**src/rtl/sorted_array_reader_if.sv**
```systemverilog
// Streaming output channel of the sorted-array reader: one word per valid/ready
// handshake, with a marker on the final word of a read-out.
interface sorted_array_reader_if #(
    parameter int k = 32
) ();
    logic [k-1:0] out_data;
    logic         out_valid;
    logic         out_ready;
    logic         out_last;

    modport master (
        output out_data,
        output out_valid,
        output out_last,
        input  out_ready
    );

    modport slave (
        input  out_data,
        input  out_valid,
        input  out_last,
        output out_ready
    );
endinterface

```
**src/rtl/sorted_array_reader.sv**
```systemverilog
// Walks an N-entry register file through its read port, streams the words out
// lowest address first, and flags any word that is smaller than its predecessor.
module sorted_array_reader #(
    parameter int k  = 32,
    parameter int N  = 8,
    parameter int AW = 3
) (
    input  logic                   clock,
    input  logic                   reset,
    input  logic                   start,
    output logic [AW-1:0]          rd_addr,
    input  logic [k-1:0]           rd_data,
    sorted_array_reader_if.master  stream,
    output logic                   busy,
    output logic                   done,
    output logic                   order_err
);

    typedef enum logic [1:0] {
        ST_IDLE  = 2'd0,
        ST_FETCH = 2'd1,
        ST_SEND  = 2'd2,
        ST_DONE  = 2'd3
    } state_t;

    localparam logic [AW-1:0] LAST_IDX = AW'(N - 1);
    localparam logic [AW-1:0] ZERO_IDX = {AW{1'b0}};

    state_t        state_r;
    logic [AW-1:0] idx_r;
    logic [AW-1:0] rd_addr_r;
    logic [k-1:0]  data_r;
    logic          valid_r;
    logic          last_r;
    logic          busy_r;
    logic          done_r;
    logic          order_err_r;

    logic [AW-1:0] idx_inc_s;
    logic          handshake_s;

    // Address presented while word i is on the output: prefetch i+1, park at 0 after the last.
    function automatic logic [AW-1:0] next_addr(input logic [AW-1:0] i);
        logic [AW-1:0] a;
        if (i < LAST_IDX) begin
            a = i + AW'(1);
        end else begin
            a = ZERO_IDX;
        end
        return a;
    endfunction

    assign idx_inc_s   = idx_r + AW'(1);
    assign handshake_s = valid_r & stream.out_ready;

    // Read-out sequencer; every output is a register updated here.
    always_ff @(posedge clock) begin
        if (reset) begin
            state_r     <= ST_IDLE;
            idx_r       <= ZERO_IDX;
            rd_addr_r   <= ZERO_IDX;
            data_r      <= {k{1'b0}};
            valid_r     <= 1'b0;
            last_r      <= 1'b0;
            busy_r      <= 1'b0;
            done_r      <= 1'b0;
            order_err_r <= 1'b0;
        end else begin
            case (state_r)
                ST_IDLE: begin
                    done_r <= 1'b0;
                    if (start) begin
                        state_r     <= ST_FETCH;
                        idx_r       <= ZERO_IDX;
                        rd_addr_r   <= ZERO_IDX;
                        order_err_r <= 1'b0;
                        busy_r      <= 1'b1;
                    end
                end
                ST_FETCH: begin
                    data_r    <= rd_data;
                    valid_r   <= 1'b1;
                    last_r    <= (LAST_IDX == ZERO_IDX);
                    rd_addr_r <= next_addr(ZERO_IDX);
                    state_r   <= ST_SEND;
                end
                ST_SEND: begin
                    if (handshake_s) begin
                        if (idx_r < LAST_IDX) begin
                            // rd_data already holds word idx+1, so the next word loads without a bubble.
                            data_r    <= rd_data;
                            idx_r     <= idx_inc_s;
                            last_r    <= (idx_inc_s == LAST_IDX);
                            rd_addr_r <= next_addr(idx_inc_s);
                            if (rd_data < data_r) begin
                                order_err_r <= 1'b1;
                            end
                        end else begin
                            valid_r   <= 1'b0;
                            last_r    <= 1'b0;
                            rd_addr_r <= ZERO_IDX;
                            done_r    <= 1'b1;
                            state_r   <= ST_DONE;
                        end
                    end
                end
                ST_DONE: begin
                    done_r  <= 1'b0;
                    busy_r  <= 1'b0;
                    state_r <= ST_IDLE;
                end
                default: begin
                    state_r   <= ST_IDLE;
                    idx_r     <= ZERO_IDX;
                    rd_addr_r <= ZERO_IDX;
                    valid_r   <= 1'b0;
                    last_r    <= 1'b0;
                    busy_r    <= 1'b0;
                    done_r    <= 1'b0;
                end
            endcase
        end
    end

    assign rd_addr          = rd_addr_r;
    assign stream.out_data  = data_r;
    assign stream.out_valid = valid_r;
    assign stream.out_last  = last_r;
    assign busy             = busy_r;
    assign done             = done_r;
    assign order_err        = order_err_r;

endmodule

```
**src/flat_wrapper.sv**
```systemverilog
// flat-port wrapper written by rule: the top's interface ports become plain ports
module sorted_array_reader_flat 
#(
    parameter int k  = 32,
    parameter int N  = 8,
    parameter int AW = 3
)
  (clock, reset, start, rd_addr, rd_data, busy, done, order_err, stream_out_data, stream_out_valid, stream_out_last, stream_out_ready);
  sorted_array_reader_if #(.k(k)) stream_i ();
  input  logic clock;
  input  logic reset;
  input  logic start;
  output logic [AW-1:0] rd_addr;
  input  logic [k-1:0] rd_data;
  output logic busy;
  output logic done;
  output logic order_err;
  output wire logic [$bits(stream_i.out_data)-1:0] stream_out_data;
  output wire logic [$bits(stream_i.out_valid)-1:0] stream_out_valid;
  output wire logic [$bits(stream_i.out_last)-1:0] stream_out_last;
  input wire logic [$bits(stream_i.out_ready)-1:0] stream_out_ready;
  assign stream_out_data = stream_i.out_data;
  assign stream_out_valid = stream_i.out_valid;
  assign stream_out_last = stream_i.out_last;
  assign stream_i.out_ready = stream_out_ready;
  sorted_array_reader #(.k(k), .N(N), .AW(AW)) u_core (.clock(clock), .reset(reset), .start(start), .rd_addr(rd_addr), .rd_data(rd_data), .stream(stream_i), .busy(busy), .done(done), .order_err(order_err));
endmodule
```
**config.mk**
```make
export PLATFORM = sky130hd
export DESIGN_NAME = sorted_array_reader_flat
export DESIGN_NICKNAME = d
export VERILOG_FILES = /design/src/rtl/sorted_array_reader_if.sv /design/src/rtl/sorted_array_reader.sv /design/src/flat_wrapper.sv
export SDC_FILE = /design/constraint.sdc
export NUM_CORES = 1
export LEC_CHECK = 0
export BUFFER_PORTS_ARGS = -buffer_cell sky130_fd_sc_hd__buf_4
export CORE_ASPECT_RATIO = 0.9
export CORE_MARGIN = 2
export CORE_UTILIZATION = 52
export DETAILED_ROUTE_END_ITERATION = 8
export GPL_TIMING_DRIVEN = 1
export PLACE_DENSITY = 0.8
export SLEW_MARGIN = 20
export SYNTH_ARGS = -nofsm -noshare
export SYNTH_HDL_FRONTEND = slang
export SYNTH_SLANG_ARGS = --single-unit
```
**constraint.sdc**
```tcl
create_clock -name clock -period 2.4 [get_ports clock]
set_input_delay 0.24 -clock clock [delete_from_list [all_inputs] [get_ports clock]]
set_output_delay 0.24 -clock clock [all_outputs]
set_load 0.1 [all_outputs]
```
==> metrics.md, run 1 <==
| Metric | Value |
|---|---|
| Share of cells above drive strength 1 | `0.223` |
| Leakage power | `1.45 nW` |
| DR iter-0 viols | `138` |
| Maximum clock insertion buffer count | `2` |
| CP Launch Type | `register` |
| Worst path required time | `2.60 ns` |
| Antenna viol nets, final | `0` |
| Max-slew headroom | `0.644` |
| Cell area power density | `1320 nW/µm²` |
| Most common cell in the netlist | `nand2_1` |
| Reg-to-reg critical path startpoint | `u_core.state_r[0]` |
| Biggest area contributors in the synthesized netlist | `dfxtp_1 (34%), ha_1 (18%), nand2_1 (11%)` |
| Library cell with the largest summed area after synthesis | `dfxtp_1` |
| Slew at the pin with the worst max-slew slack | `0.534 ns` |
| Max_cap viols | `0` |
| Half-perimeter wire length after detailed placement | `4440 µm` |
| GR Layer Usage met3 | `0.0403` |
| Area delta synth->final | `27.3%` |
| Source-to-sink clock delay at the later pin of the worst-skew pair | `0.30 ns` |
| TritonCTS clock tree | `built` |
| Resize count post-CTS | `0` |
| Setup tns final | `0 ns` |
| Met1 layer usage reported by global route | `0.285` |
| Switching share of power | `0.567` |
| Count of flip-flops with a built-in enable after synthesis | `0` |
| Vias in the first global route | `2402` |
| Power Internal | `1.91 mW` |
| Area of all sequential standard cells | `902 µm²` |
| Fin Clk Skew | `0.00400 ns` |
| Root buffer cell | `clkbuf_8` |
| Flops & latches, synth | `45` |
| Flip-flop cell with the highest count after synthesis | `dfxtp_1` |
| Largest net degree at the start of global routing | `46` |
| Clock input transition at the sequential cells of the worst setup and hold paths | `0.09 ns` |
| Antenna violations before repair | `0` |
| Crit path DAT | `2.19 ns` |
| Setup repair after global routing missed its margin | `false` |
| Average size of a mapped cell | `7.71 µm²` |
| Hold-fix buffers, CTS | `0` |
| Buffer count from post-CTS setup fixing | `0` |
| Post-route clock period utilization | `0.831` |
| H-Tree Depth | `2` |
| Top-area cell type share of the netlist area | `0.344` |
| Leftover overflow at the end of global routing | `0` |
| Capture point of the worst reg-to-reg path | `u_core.order_err` |
| CTS buffer count | `5` |
| Aggregate global-route resource usage | `0.223` |
| Commonest cells in the synthesized netlist | `nand2_1 (78), a21oi_1 (50), dfxtp_1 (45)` |
| Register share of total power | `0.249` |
| Number of detailed-routing iterations run before antenna repair | `4` |
| Layout Nets | `485` |
| Antenna diode count | `0` |
| Die Footprint | `5630 µm²` |
| Hold EP | `u_core.stream.out_data[25]` |
| Maximum VDD drop | `0.000865 V` |
| Initial Util | `0.539` |
| Class of the tightest hold or removal check | `primary input to register` |
| Port buffer count | `75` |
| Synthesized instance count | `340` |
| Clock share of power | `0.121` |
| Std-Cell Rows | `24` |
| Achievable Freq | `502 MHz` |
| Routed via count | `2487` |
| Count of unique library cells instantiated by Yosys | `43` |
| First-pass GRT wire length | `10300 µm` |
| Area of the multi-input gates | `1540 µm²` |
| Number of endpoints with negative hold slack in the final report | `0` |
| Met2 track utilization from global routing | `0.389` |
| Outcome | `finished clean` |
| Syn Std Cell Area | `2620 µm²` |
| Max Slew Vio Count | `0` |
| Async set or reset register ratio after synthesis | `0` |
| Die boundary height | `71.4 µm` |
| Tmin final | `1.99 ns` |
| Depth of the worst register-to-register path | `7` |
| I/O Pins | `76` |
| Logic pwr share | `0.630` |
| Fillers | `436` |
| Layer with the highest usage after global routing | `met2` |
| Min-Delay Startpoint | `rd_data[25]` |
| Critical Path End Type | `register` |
| Finish-stage setup viols | `0` |
| Standard cell core area | `4860 µm²` |
| Final Routed Wirelength | `6120 µm` |
| Number of warnings reported in the yosys synthesis log | `0` |
| Share of synthesized area occupied by flip-flops and latches | `0.344` |
| Net count after synthesis | `414` |
| Hold Crit Depth | `3` |
| Setup Crit Path Kind | `register to register` |
| Via density | `5.21` |
| DRC violations left | `0` |
| Net load switching power | `2.50 mW` |
| Drt wl/cell | `12.8 µm` |
| Final Power | `4.41 mW` |
| Sink count of the clock tree | `45` |
| Final Wtd Congestion | `0.791` |
| Critical path fanouts, max | `14` |
| Worst reg2reg setup slack | `0.41 ns` |
| DIE WIDTH | `78.8 µm` |
worst max-delay path by stage:
stage,end,start
floorplan,u_core.order_err,u_core.stream.out_data[14]
global placement,u_core.order_err,u_core.state_r[0]
detailed placement,u_core.order_err,u_core.state_r[0]
CTS,u_core.order_err,u_core.state_r[0]
global route,u_core.order_err,u_core.state_r[0]
finish,u_core.order_err,u_core.state_r[0]
cell usage in the layout, fill, tap and decap left out, types with 2 or more instances in the layout:
master	n
xor2_1	2
a22oi_1	2
o21ai_0	8
and4_1	2
ha_1	38
nand2b_1	2
nor3b_1	2
clkbuf_8	7
a21oi_1	50
and2_1	2
nand3_1	6
dfxtp_1	44
inv_1	36
buf_4	77
nand2_1	78
nor2_1	22
nand4_1	6
flip-flops by register name, summed over array words and instances, names as in the netlist:
register,cells
u_core.busy,1
u_core.done,1
u_core.idx_r,3
u_core.order_err,1
u_core.rd_addr,3
u_core.state_r,2
u_core.stream.out_data,32
u_core.stream.out_last,1
u_core.stream.out_valid,1
critical path, stage by stage (launching register included):
cell,delay (ns)
dfxtp_1,0.35
inv_1,0.10
ha_1,0.50
a21bo_2,0.30
o2111ai_1,0.16
and4b_1,0.24
a22oi_1,0.19
a211oi_2,0.05
per-stage QoR:
stage / area [µm²] / utilization / setup slack, ns / std cells / hold slack, ns
after floorplan: 2620 / - / 0.0283 / 340 / 0.373
after global placement: 3240 / 0.665 / 0.541 / 469 / 0.443
after global routing: 3340 / 0.686 / 0.265 / 477 / 0.198
final: 3340 / 0.686 / 0.406 / 477 / 0.184
after CTS: 3340 / 0.686 / 0.441 / 477 / 0.189
after detailed placement: 3240 / 0.665 / 0.453 / 469 / 0.460
routing by layer:
| metal | share of wire | wire, µm |
|---|---|---|
| met1 | 0.46 | 2820 |
| met2 | 0.47 | 2890 |
| met3 | 0.058 | 352 |
| met4 | 0.0077 | 47 |
| met5 | 0 | 0 |
power by group through the flow:
stage	sequential, mW	combinational, mW	clock [mW]
after floorplan	2.36	0.950	0
after global placement	1.11	2.73	0
after detailed placement	1.11	2.78	0
after CTS	1.10	2.79	0.538
after global routing	1.13	2.99	0.564
final	1.10	2.78	0.532
final cells by class:
cell class / instances / area share
inverter: 36 / 0.0405
sequential: 45 / 0.270
clock inverter: 1 / 0.00150
timing repair buffer: 77 / 0.173
tap: 65 / 0.0244
clock buffer: 7 / 0.0289
multi-input combinational: 246 / 0.461
kinds of logic after synthesis:
family                     after synthesis  share of synthesized area
AOI/OAI and AO/OA                       75                      0.167
xor gates and xnor gates                 2                    0.00668
adders and majority gates               38                      0.181
buffers and inverters                   49                     0.0726
DFF                                     45                      0.344
muxes                                    3                     0.0134
and+or+nand+nor                        128                      0.216
Note: power is estimated with default switching activity, not from simulation.
==> run 2: changes to the inputs <==
- CORE_UTILIZATION: 52 -> 47
- PLACE_DENSITY: 0.8 -> 0.76
- clock period: 2.4 -> 1.8 ns (I/O delays scaled with it)
==> metrics.md, run 2 (synthesis gave the netlist of run 1 again) <==
| Metric | Value |
|---|---|
| Cell-by-cell listing of the critical path | `inv_2, ha_4, a2111o_1, a311o_1, a211o_1, a211oi_2` |
| Aggregate global-route resource usage | `0.195` |
| Vias in the first global route | `2264` |
| Final worst-path setup slack | `0.0668 ns` |
| Max-slew headroom | `0.681` |
| Initial Util | `0.493` |
| Share of cells above drive strength 1 | `0.328` |
| H-Tree Depth | `2` |
| Min-Delay Startpoint | `rd_data[8]` |
| Area of all sequential standard cells | `941 µm²` |
| Library cell contributing the largest single delay on the critical path | `a2111o_1` |
| Slew at the pin with the worst max-slew slack | `0.478 ns` |
| Final Routed Wirelength | `6180 µm` |
| Cell area power density | `1760 nW/µm²` |
| Area of the multi-input gates | `1590 µm²` |
| Post-route clock period utilization | `0.963` |
| Largest net degree at the start of global routing | `45` |
| Die Footprint | `6190 µm²` |
| Final Wtd Congestion | `0.811` |
| Fin Clk Skew | `0.0146 ns` |
| Met2 routed wirelength | `2880 µm` |
| Commonest cells after routing, fill and taps aside | `buf_4 (89), nand2_1 (78), a21oi_1 (49)` |
| Setup Crit Path Kind | `register to register` |
| Half-perimeter wire length after detailed placement | `4370 µm` |
| Max layer used | `met4` |
| Root buffer cell | `clkbuf_8` |
| Max FFs per register | `32` |
| I/O Pins | `76` |
| Post-route insts no fill | `491` |
| Routed via count | `2507` |
| CTS buffer count | `5` |
| Standard cell area after detailed placement | `3340 µm²` |
| Max_cap viols | `0` |
| Finish-stage setup viols | `0` |
| Worst reg2reg setup slack | `0.07 ns` |
| Depth of the worst register-to-register path | `6` |
| Antenna diode count | `0` |
| Max Slew Vio Count | `0` |
| Class of the tightest hold or removal check | `primary input to register` |
| Final instance area | `3540 µm²` |
| TritonCTS clock tree | `built` |
| DRC violations left | `0` |
| First-pass GRT wire length | `9520 µm` |
| Critical Path End Type | `register` |
| Worst setup slack before clock tree synthesis | `0.00904 ns` |
| Number of endpoints with negative hold slack in the final report | `0` |
| Hold Crit Depth | `3` |
| Hold EP | `u_core.stream.out_data[8]` |
| Worst path required time | `2.03 ns` |
| Outcome | `finished clean` |
| Met1 WL | `2860 µm` |
| DIE WIDTH | `82.7 µm` |
| Die boundary height | `74.9 µm` |
| Drt wl/cell | `12.6 µm` |
| Area delta synth->final | `35.2%` |
| Crit-path max cell delay | `0.39 ns` |
| Standard cell core area | `5320 µm²` |
| Crit path DAT | `1.97 ns` |
| DP Cell Count | `479` |
| Antenna violations before repair | `0` |
| Port buffer count | `75` |
| Capture point of the worst reg-to-reg path | `u_core.order_err` |
| Maximum clock insertion buffer count | `2` |
| Critical path fanouts, max | `2` |
| Maximum VDD drop | `0.00122 V` |
| Tmin final | `1.73 ns` |
| Sink count of the clock tree | `45` |
| Amount of wire on met3 after detailed routing | `354 µm` |
| Reg-to-reg critical path startpoint | `u_core.stream.out_data[1]` |
| Achievable Freq | `577 MHz` |
| DR iter-0 viols | `74` |
| Layout Nets | `497` |
| Fillers | `473` |
| Std-Cell Rows | `25` |
| Leakage power | `1.54 nW` |
| CP Launch Type | `register` |
| Via density | `5.11` |
| Most common library cell in the layout ignoring fill and taps | `buf_4` |
| Leftover overflow at the end of global routing | `0` |
| Source-to-sink clock delay at the later pin of the worst-skew pair | `0.31 ns` |
| Antenna viol nets, final | `0` |
| Final Power | `6.24 mW` |
| Number of detailed-routing iterations run before antenna repair | `4` |
| Setup repair after global routing missed its margin | `true` |
| Clock input transition at the sequential cells of the worst setup and hold paths | `0.10 ns` |
run 2: cell type report:
class	count	share of cell area
Multi-Input combinational cell	246	0.448
Sequential cell	45	0.266
Timing Repair Buffer	89	0.189
Inverter	36	0.0381
Clock buffer	6	0.0265
Tap cell	67	0.0237
Clock inverter	2	0.00989
run 2: worst max-delay path by stage:
stage                     slack [ns]               end  cells past startpoint                  startpoint
after floorplan                -0.28  u_core.order_err                      7  u_core.stream.out_data[18]
after global placement          0.02  u_core.order_err                      6   u_core.stream.out_data[1]
after detailed placement       0.009  u_core.order_err                      6   u_core.stream.out_data[1]
after CTS                      -0.01  u_core.order_err                      6   u_core.stream.out_data[1]
after global routing           -0.06  u_core.order_err                      7           u_core.state_r[1]
final                           0.07  u_core.order_err                      6   u_core.stream.out_data[1]
run 2: critical path, delay by kind of cell, from the launching register on:
| kind | cells | cell delay [ns] |
|---|---|---|
| adder cells (fa/ha/maj) | 1 | 0.18 |
| flip-flops | 1 | 0.36 |
| buffers and inverters | 1 | 0.06 |
| AO/OA/AOI/OAI | 4 | 1.06 |
run 2: repair_timing:
item | CTS | global route
setup buffers | 2 | 2
endpoints found under the hold margin | 0 | 0
pin swaps | 6 | 4
gates resized for setup | 2 | 6
endpoints found under the setup margin | 1 | 25
hold buffers | 0 | 0
run 2: report_power, final:
group	leakage [nW]	switching [mW]	internal [mW]	total [mW]
sequential	0.380	0.196	1.30	1.50
clock	0.0663	0.369	0.496	0.865
combinational	1.09	2.81	1.07	3.87
total	1.54	3.37	2.86	6.24
run 2: layer usage:
layer  GRT usage  vias up
li1            -     1309
met1       0.246     1132
met5           0        -
met2       0.331       57
met3      0.0456        9
met4      0.0674        0
run 2: stage by stage:
| stage | TNS (ns) | util | hold WS, ns |
|---|---|---|---|
| detailed placement | 0 | 0.628 | 0.444 |
| CTS | -0.0109 | 0.657 | 0.116 |
| floorplan | -0.281 | - | 0.310 |
| global placement | 0 | 0.628 | 0.437 |
| finish | 0 | 0.666 | 0.117 |
| global route | -0.0767 | 0.666 | 0.108 |
